$ cat src/rtl/usb_fs_rx_if.sv
`timescale 1ns/1ps
// Decoded receive stream from the full-speed USB PHY to the packet layer.
// Strobe-only: the consumer must accept every pulse, there is no backpressure.
interface usb_fs_rx_if;
    logic bit_strobe;
    logic rx_active;
    logic rx_valid;
    logic rx_bit;
    logic rx_eop;
    logic rx_err;

    modport master (
        output bit_strobe, rx_active, rx_valid, rx_bit, rx_eop, rx_err
    );

    modport slave (
        input bit_strobe, rx_active, rx_valid, rx_bit, rx_eop, rx_err
    );
endinterface

$ cat src/rtl/usb_fs_rx_phy.sv
`timescale 1ns/1ps
// Full-speed USB RX front end: pin sync, phase-accumulator bit recovery, NRZI, SYNC, unstuff, EOP.
// rx_valid/rx_eop/rx_err one clk50 after bit_strobe; no backpressure, the packet layer must take every pulse.
module usb_fs_rx_phy #(
    parameter int PH_INC       = 12,
    parameter int PH_MOD       = 50,
    parameter int PH_EDGE      = 12,
    parameter int MAX_SE0_BITS = 3
) (
    input  logic        clk50,
    input  logic        rst_n,
    input  logic        dp,
    input  logic        dm,
    usb_fs_rx_if.master rx
);

    localparam logic [1:0] LS_J   = 2'b10;
    localparam logic [1:0] LS_K   = 2'b01;
    localparam logic [1:0] LS_SE0 = 2'b00;
    localparam logic [1:0] LS_SE1 = 2'b11;

    localparam logic [6:0] INC7    = 7'(PH_INC);
    localparam logic [6:0] MOD7    = 7'(PH_MOD);
    localparam logic [6:0] HALF7   = 7'(PH_MOD / 2);
    localparam logic [5:0] EDGE6   = 6'(PH_EDGE);
    localparam logic [2:0] SE0_MAX = 3'(MAX_SE0_BITS);

    typedef enum logic [2:0] {S_IDLE, S_SYNC, S_DATA, S_EOP, S_ABORT} state_e;

    logic       dp_s1_q, dp_s2_q, dm_s1_q, dm_s2_q;
    logic [1:0] line_st, ls_prev_q, ls_prev_d, samp_q, samp_d;
    logic [5:0] acc_q, acc_d;
    logic [6:0] acc_sum;
    logic       is_jk, prev_jk, jk_edge, strobe, nrzi_one;
    state_e     state_q, state_d;
    logic [2:0] zcnt_q, zcnt_d, ones_q, ones_d, se0_q, se0_d;
    logic       active_q, active_d, valid_q, valid_d, bit_q, bit_d;
    logic       eop_q, eop_d, err_q, err_d;

    // Synchronisers power up at J so reset never looks like a line edge.
    always_ff @(posedge clk50 or negedge rst_n) begin
        if (!rst_n) begin
            dp_s1_q <= 1'b1;
            dp_s2_q <= 1'b1;
            dm_s1_q <= 1'b0;
            dm_s2_q <= 1'b0;
        end else begin
            dp_s1_q <= dp;
            dp_s2_q <= dp_s1_q;
            dm_s1_q <= dm;
            dm_s2_q <= dm_s1_q;
        end
    end

    assign line_st   = {dp_s2_q, dm_s2_q};
    assign is_jk     = line_st[1] ^ line_st[0];
    assign prev_jk   = ls_prev_q[1] ^ ls_prev_q[0];
    assign jk_edge   = is_jk && prev_jk && (line_st != ls_prev_q);
    assign acc_sum   = {1'b0, acc_q} + INC7;
    assign strobe    = ({1'b0, acc_q} < HALF7) && (acc_sum >= HALF7) && !jk_edge;
    assign nrzi_one  = (line_st == samp_q);
    assign ls_prev_d = line_st;

    always_comb begin
        if (jk_edge) begin
            acc_d = EDGE6;
        end else if (acc_sum >= MOD7) begin
            acc_d = 6'(acc_sum - MOD7);
        end else begin
            acc_d = acc_q + 6'(PH_INC);
        end
    end

    always_comb begin
        state_d  = state_q;
        zcnt_d   = zcnt_q;
        ones_d   = ones_q;
        se0_d    = se0_q;
        samp_d   = samp_q;
        active_d = active_q;
        valid_d  = 1'b0;
        bit_d    = 1'b0;
        eop_d    = 1'b0;
        err_d    = 1'b0;
        if (strobe) begin
            if (is_jk) samp_d = line_st;
            case (state_q)
                S_IDLE: begin
                    if (line_st == LS_K) begin
                        state_d = S_SYNC;
                        zcnt_d  = 3'd1;
                    end
                end
                S_SYNC: begin
                    if (!is_jk) begin
                        state_d = S_IDLE;
                    end else if (nrzi_one) begin
                        if (zcnt_q >= 3'd5) begin
                            state_d  = S_DATA;
                            active_d = 1'b1;
                            ones_d   = 3'd1;
                        end else begin
                            state_d = S_IDLE;
                        end
                    end else if (zcnt_q != 3'd7) begin
                        zcnt_d = zcnt_q + 3'd1;
                    end
                end
                S_DATA: begin
                    if (line_st == LS_SE0) begin
                        state_d = S_EOP;
                        se0_d   = 3'd1;
                    end else if (line_st == LS_SE1) begin
                        err_d = 1'b1;
                    end else if (nrzi_one) begin
                        if (ones_q == 3'd6) begin
                            err_d = 1'b1;
                        end else begin
                            valid_d = 1'b1;
                            bit_d   = 1'b1;
                            ones_d  = ones_q + 3'd1;
                        end
                    end else begin
                        // A zero after six ones is the stuffed bit and is dropped.
                        valid_d = (ones_q != 3'd6);
                        ones_d  = 3'd0;
                    end
                end
                S_EOP: begin
                    if (line_st == LS_SE0) begin
                        if (se0_q >= SE0_MAX) err_d = 1'b1;
                        else                  se0_d = se0_q + 3'd1;
                    end else if (line_st == LS_J) begin
                        eop_d    = 1'b1;
                        active_d = 1'b0;
                        state_d  = S_IDLE;
                    end else begin
                        err_d = 1'b1;
                    end
                end
                S_ABORT: begin
                    // se0_q doubles as the "SE0 seen" flag while aborted.
                    if (line_st == LS_SE0)                     se0_d   = 3'd1;
                    else if (line_st == LS_J && se0_q != 3'd0) state_d = S_IDLE;
                end
                default: state_d = S_IDLE;
            endcase
            if (err_d) begin
                state_d  = S_ABORT;
                active_d = 1'b0;
                se0_d    = 3'd0;
            end
        end
    end

    always_ff @(posedge clk50 or negedge rst_n) begin
        if (!rst_n) begin
            ls_prev_q <= LS_J;
            samp_q    <= LS_J;
            acc_q     <= 6'd0;
            state_q   <= S_IDLE;
            zcnt_q    <= 3'd0;
            ones_q    <= 3'd0;
            se0_q     <= 3'd0;
            active_q  <= 1'b0;
            valid_q   <= 1'b0;
            bit_q     <= 1'b0;
            eop_q     <= 1'b0;
            err_q     <= 1'b0;
        end else begin
            ls_prev_q <= ls_prev_d;
            samp_q    <= samp_d;
            acc_q     <= acc_d;
            state_q   <= state_d;
            zcnt_q    <= zcnt_d;
            ones_q    <= ones_d;
            se0_q     <= se0_d;
            active_q  <= active_d;
            valid_q   <= valid_d;
            bit_q     <= bit_d;
            eop_q     <= eop_d;
            err_q     <= err_d;
        end
    end

    assign rx.bit_strobe = strobe;
    assign rx.rx_active  = active_q;
    assign rx.rx_valid   = valid_q;
    assign rx.rx_bit     = bit_q;
    assign rx.rx_eop     = eop_q;
    assign rx.rx_err     = err_q;

endmodule

$ cat src/flat_wrapper.sv
// flat-port wrapper written by rule: the top's interface ports become plain ports
module usb_fs_rx_phy_flat 
#(
    parameter int PH_INC       = 12,
    parameter int PH_MOD       = 50,
    parameter int PH_EDGE      = 12,
    parameter int MAX_SE0_BITS = 3
)
  (clk50, rst_n, dp, dm, rx_bit_strobe, rx_rx_active, rx_rx_valid, rx_rx_bit, rx_rx_eop, rx_rx_err);
  usb_fs_rx_if rx_i ();
  input  logic clk50;
  input  logic rst_n;
  input  logic dp;
  input  logic dm;
  output wire logic [$bits(rx_i.bit_strobe)-1:0] rx_bit_strobe;
  output wire logic [$bits(rx_i.rx_active)-1:0] rx_rx_active;
  output wire logic [$bits(rx_i.rx_valid)-1:0] rx_rx_valid;
  output wire logic [$bits(rx_i.rx_bit)-1:0] rx_rx_bit;
  output wire logic [$bits(rx_i.rx_eop)-1:0] rx_rx_eop;
  output wire logic [$bits(rx_i.rx_err)-1:0] rx_rx_err;
  assign rx_bit_strobe = rx_i.bit_strobe;
  assign rx_rx_active = rx_i.rx_active;
  assign rx_rx_valid = rx_i.rx_valid;
  assign rx_rx_bit = rx_i.rx_bit;
  assign rx_rx_eop = rx_i.rx_eop;
  assign rx_rx_err = rx_i.rx_err;
  usb_fs_rx_phy #(.PH_INC(PH_INC), .PH_MOD(PH_MOD), .PH_EDGE(PH_EDGE), .MAX_SE0_BITS(MAX_SE0_BITS)) u_core (.clk50(clk50), .rst_n(rst_n), .dp(dp), .dm(dm), .rx(rx_i));
endmodule
$ cat config.mk
export PLATFORM = sky130hd
export DESIGN_NAME = usb_fs_rx_phy_flat
export DESIGN_NICKNAME = d
export VERILOG_FILES = /design/src/rtl/usb_fs_rx_if.sv /design/src/rtl/usb_fs_rx_phy.sv /design/src/flat_wrapper.sv
export SDC_FILE = /design/constraint.sdc
export NUM_CORES = 1
export LEC_CHECK = 0
export CAP_MARGIN = 20
export CORE_UTILIZATION = 40
export CTS_CLUSTER_DIAMETER = 40
export DETAILED_ROUTE_END_ITERATION = 8
export GPL_TIMING_DRIVEN = 0
export PLACE_DENSITY = 0.59
export SYNTH_ARGS = -nofsm -noshare
export SYNTH_HDL_FRONTEND = slang
export SYNTH_SLANG_ARGS = --single-unit
$ cat constraint.sdc
create_clock -name clk50 -period 3.3 [get_ports clk50]
set_input_delay 0.33 -clock clk50 [delete_from_list [all_inputs] [get_ports clk50]]
set_output_delay 0.33 -clock clk50 [all_outputs]
set_load 0.005 [all_outputs]
==> results.py <==
metrics = {
    "route": {
        "via_count": 1460,
        "routed_wl_um": 3696,
        "routedWlPerCell_um": 12.88,
        "firstDrtPassIters": 4,
        "drt_iter0_markers": 89,
        "drtAntennaViolNets": 0,
        "route.detailed.drc": 0,
        "vias_per_cell": 5.087,
    },
    "sta": {
        "worstMarginPinSlew_ps": 717.9,
        "rsz0062_at_grt": "false",
        "period_needed_ps": 3008,
        "slew_violations": 0,
        "timing.final.crit_share_pct": 91.16,
        "fin_skew_ps": 6.951,
        "tns_ps": 0,
        "relSlewSlack_pct": 51.99,
        "finalSetupViolations": 0,
        "hold_viol": 0,
        "hold_slack_ps": 356.6,
        "max_freq_mhz": 332.4,
    },
    "die": {
        "io_pins": 10,
        "fp.dieW_um": 73.19,
        "die_h_um": 73.19,
        "coreArea_um2": 4786,
        "start_util_pct": 42.35,
        "num_rows": 25,
        "dieArea_um2": 5356,
    },
    "layout": {
        "antenna_cells": 0,
        "drive_gt1_share_pct": 17.27,
        "syn_to_final_growth_pct": 15.31,
        "fin_nets": 242,
    },
    "power_and_ir_drop": {
        "vdd_drop_max_mv": 0.4529,
        "power-per-cell-area_nw_per_um2": 859.7,
        "p_leak_uw": 0.001007,
        "power.total_uw": 2009,
    },
    "global_route": {
        "antenna_found_initial": 0,
        "grt_pass1_wl_um": 6603,
        "grt_overflow": 0,
        "grt_use_total_pct": 16.29,
        "grt_pass1_vias": 1412,
        "grt_max_degree": 18,
    },
    "yosys": {
        "yosysTopAreaCell": "dfrtp_1",
        "yosysMostFrequentCell": "dfrtp_1",
        "yosys-top-cells-count": "26 x dfrtp_1, 19 x ha_1, 16 x inv_1",
        "ys.flop_type": "dfrtp_1",
        "syn_area_um2": 2027,
        "ys_seq_area_share_pct": 37.28,
        "synth_seq_cells": 30,
        "synth_cell_types": 60,
        "synth.avg_cell_area_um2": 10.03,
        "synth_area_leaders": "dfrtp_1 32%, ha_1 12%, dfstp_2 5.2%",
        "syn_nets": 225,
        "synth-edff-count": 0,
        "yosysWarnings": 0,
        "yosys.area.top_type_share_pct": 32.10,
        "synthArstFlopShare_pct": 100.0,
        "synthCells": 202,
    },
    "critical_path": {
        "end_kind": "output pin",
        "worstSetupPathType": "reg2out",
        "arrival_ps": 2680,
        "cp-start-kind": "flop",
        "path_max_fanout": 12,
        "cp.required_ps": 2970,
    },
    "cts": {
        "cts_tree": "yes",
        "cts_resized": 0,
        "clkTransAtPathRegs_ps": 70,
        "postCtsSetupRepairBufs": 0,
        "clk_path_buf_depth": 2,
        "cts.sinks": 30,
        "clk_latency_ps": 280,
        "htreeDepth": 2,
        "postCtsHoldBufs": 0,
        "numCtsBuffers": 5,
        "clockRootBuffer": "clkbuf_8",
    },
    "run_status": {
        "status": "completed",
    },
    "flow_run": {
        "max-cap-violations": 0,
    },
    "place": {
        "port-buffer-count": 9,
        "dp_hpwl_um": 2734,
        "gp_congestion": 0.8095,
    },
    "worst_hold_path": {
        "hp-class": "reg2reg",
    },
}
-- cells in the final DEF, fill, tap and decap left out, types with 4 or more instances in the layout --
cell type / count
nor3_1: 7
nor2b_1: 5
dfstp_2: 4
nor2_1: 10
ha_1: 19
nand3_1: 6
clkdlybuf4s50_1: 9
nand2_1: 13
nand2b_1: 6
o21ai_0: 12
a21oi_1: 6
dfrtp_1: 26
inv_1: 16
clkbuf_8: 5
-- report_power, final --
part | switching [µW] | internal (µW) | total [µW] | leakage [µW]
clock network | 139 | 222 | 361 | 0.0000579
logic | 578 | 472 | 1050 | 0.000578
registers | 111 | 489 | 600 | 0.000371
total | 827 | 1180 | 2010 | 0.00101
-- per-stage QoR --
step / util, % / instances / worst slack, ps / instance area (µm²)
2_1_floorplan: - / 202 / 988.1 / 2027
3_3_place_gp: 45.99 / 278 / 569.7 / 2201
3_5_place_dp: 46.56 / 279 / 592.5 / 2228
4_1_cts: 48.84 / 287 / 271.6 / 2337
5_1_grt: 48.84 / 287 / 49.14 / 2337
6_report: 48.84 / 287 / 291.6 / 2337
-- per-layer routing --
layer / track usage (%) / up-vias / part of all wire, %
li1: - / 761 / -
met1: 23.47 / 671 / 54
met2: 23.46 / 24 / 42
met3: 2.901 / 4 / 3.0
met4: 7.843 / 0 / 1.4
met5: 0 / - / 0
-- path summary, 6_finish.rpt --
check / start / end / slack (ps) / cells past startpoint
setup / recovery: u_core.acc_q[2]$_DFF_PN0_ / rx_bit_strobe / 290 / 7
hold / removal: u_core.dp_s1_q$_DFF_PN1_ / u_core.dp_s2_q$_DFF_PN1_ / 360 / 0
setup reg to reg: u_core.acc_q[2]$_DFF_PN0_ / u_core.acc_q[4]$_DFF_PN0_ / 640 / 7
hold reg to reg: u_core.dp_s1_q$_DFF_PN1_ / u_core.dp_s2_q$_DFF_PN1_ / 360 / 0
max in group asynchronous: rst_n / u_core.samp_q[1]$_DFFE_PN1P_ / 2210 / 2
min in group asynchronous: rst_n / u_core.ones_q[0]$_DFFE_PN0P_ / 480 / 1
-- flip-flops by register name, indices dropped and copies added, names as in the netlist --
register and count:
u_core.ones_q 3, u_core.rx.rx_eop 1, u_core.dp_s2_q 1, u_core.rx.rx_active 1
u_core.acc_q 5, u_core.rx.rx_bit 1, u_core.dp_s1_q 1, u_core.state_q 3
u_core.se0_q 3, u_core.dm_s1_q 1, u_core.samp_q 2, u_core.dm_s2_q 1
u_core.ls_prev_q 2, u_core.rx.rx_valid 1, u_core.rx.rx_err 1, u_core.zcnt_q 3
-- logic make-up (layout without fill, tap and decap cells) --
| group | count (synthesis) | after routing | synth area share (%) |
|---|---|---|---|
| fa+ha+maj | 19 | 19 | 11.73 |
| simple gates | 71 | 71 | 20.68 |
| buf+inv | 24 | 42 | 5.926 |
| compound gates | 45 | 45 | 17.35 |
| flops | 30 | 30 | 37.28 |
| xor+xnor | 5 | 5 | 2.161 |
| mux | 8 | 8 | 4.876 |
-- final cells by class --
type | instances | area, µm²
repair buffers | 10 | 117.6
clock buffers | 5 | 68.82
clock inverters | 3 | 40.04
multi-input cells | 148 | 1151
well taps | 67 | 83.83
plain buffers | 7 | 56.30
inverters | 17 | 63.81
flip-flops and latches | 30 | 755.7
fillers | 451 | 2449
-- worst max-delay path, stage by stage (launching register included) --
cell             delay (ps)
dfrtp_1                 560
inv_1                   140
ha_1                    380
nor4bb_1                270
or3_1                   160
o211ai_2                140
inv_2                   210
clkdlybuf4s50_1         530
Power figures use the tool's default switching activity.
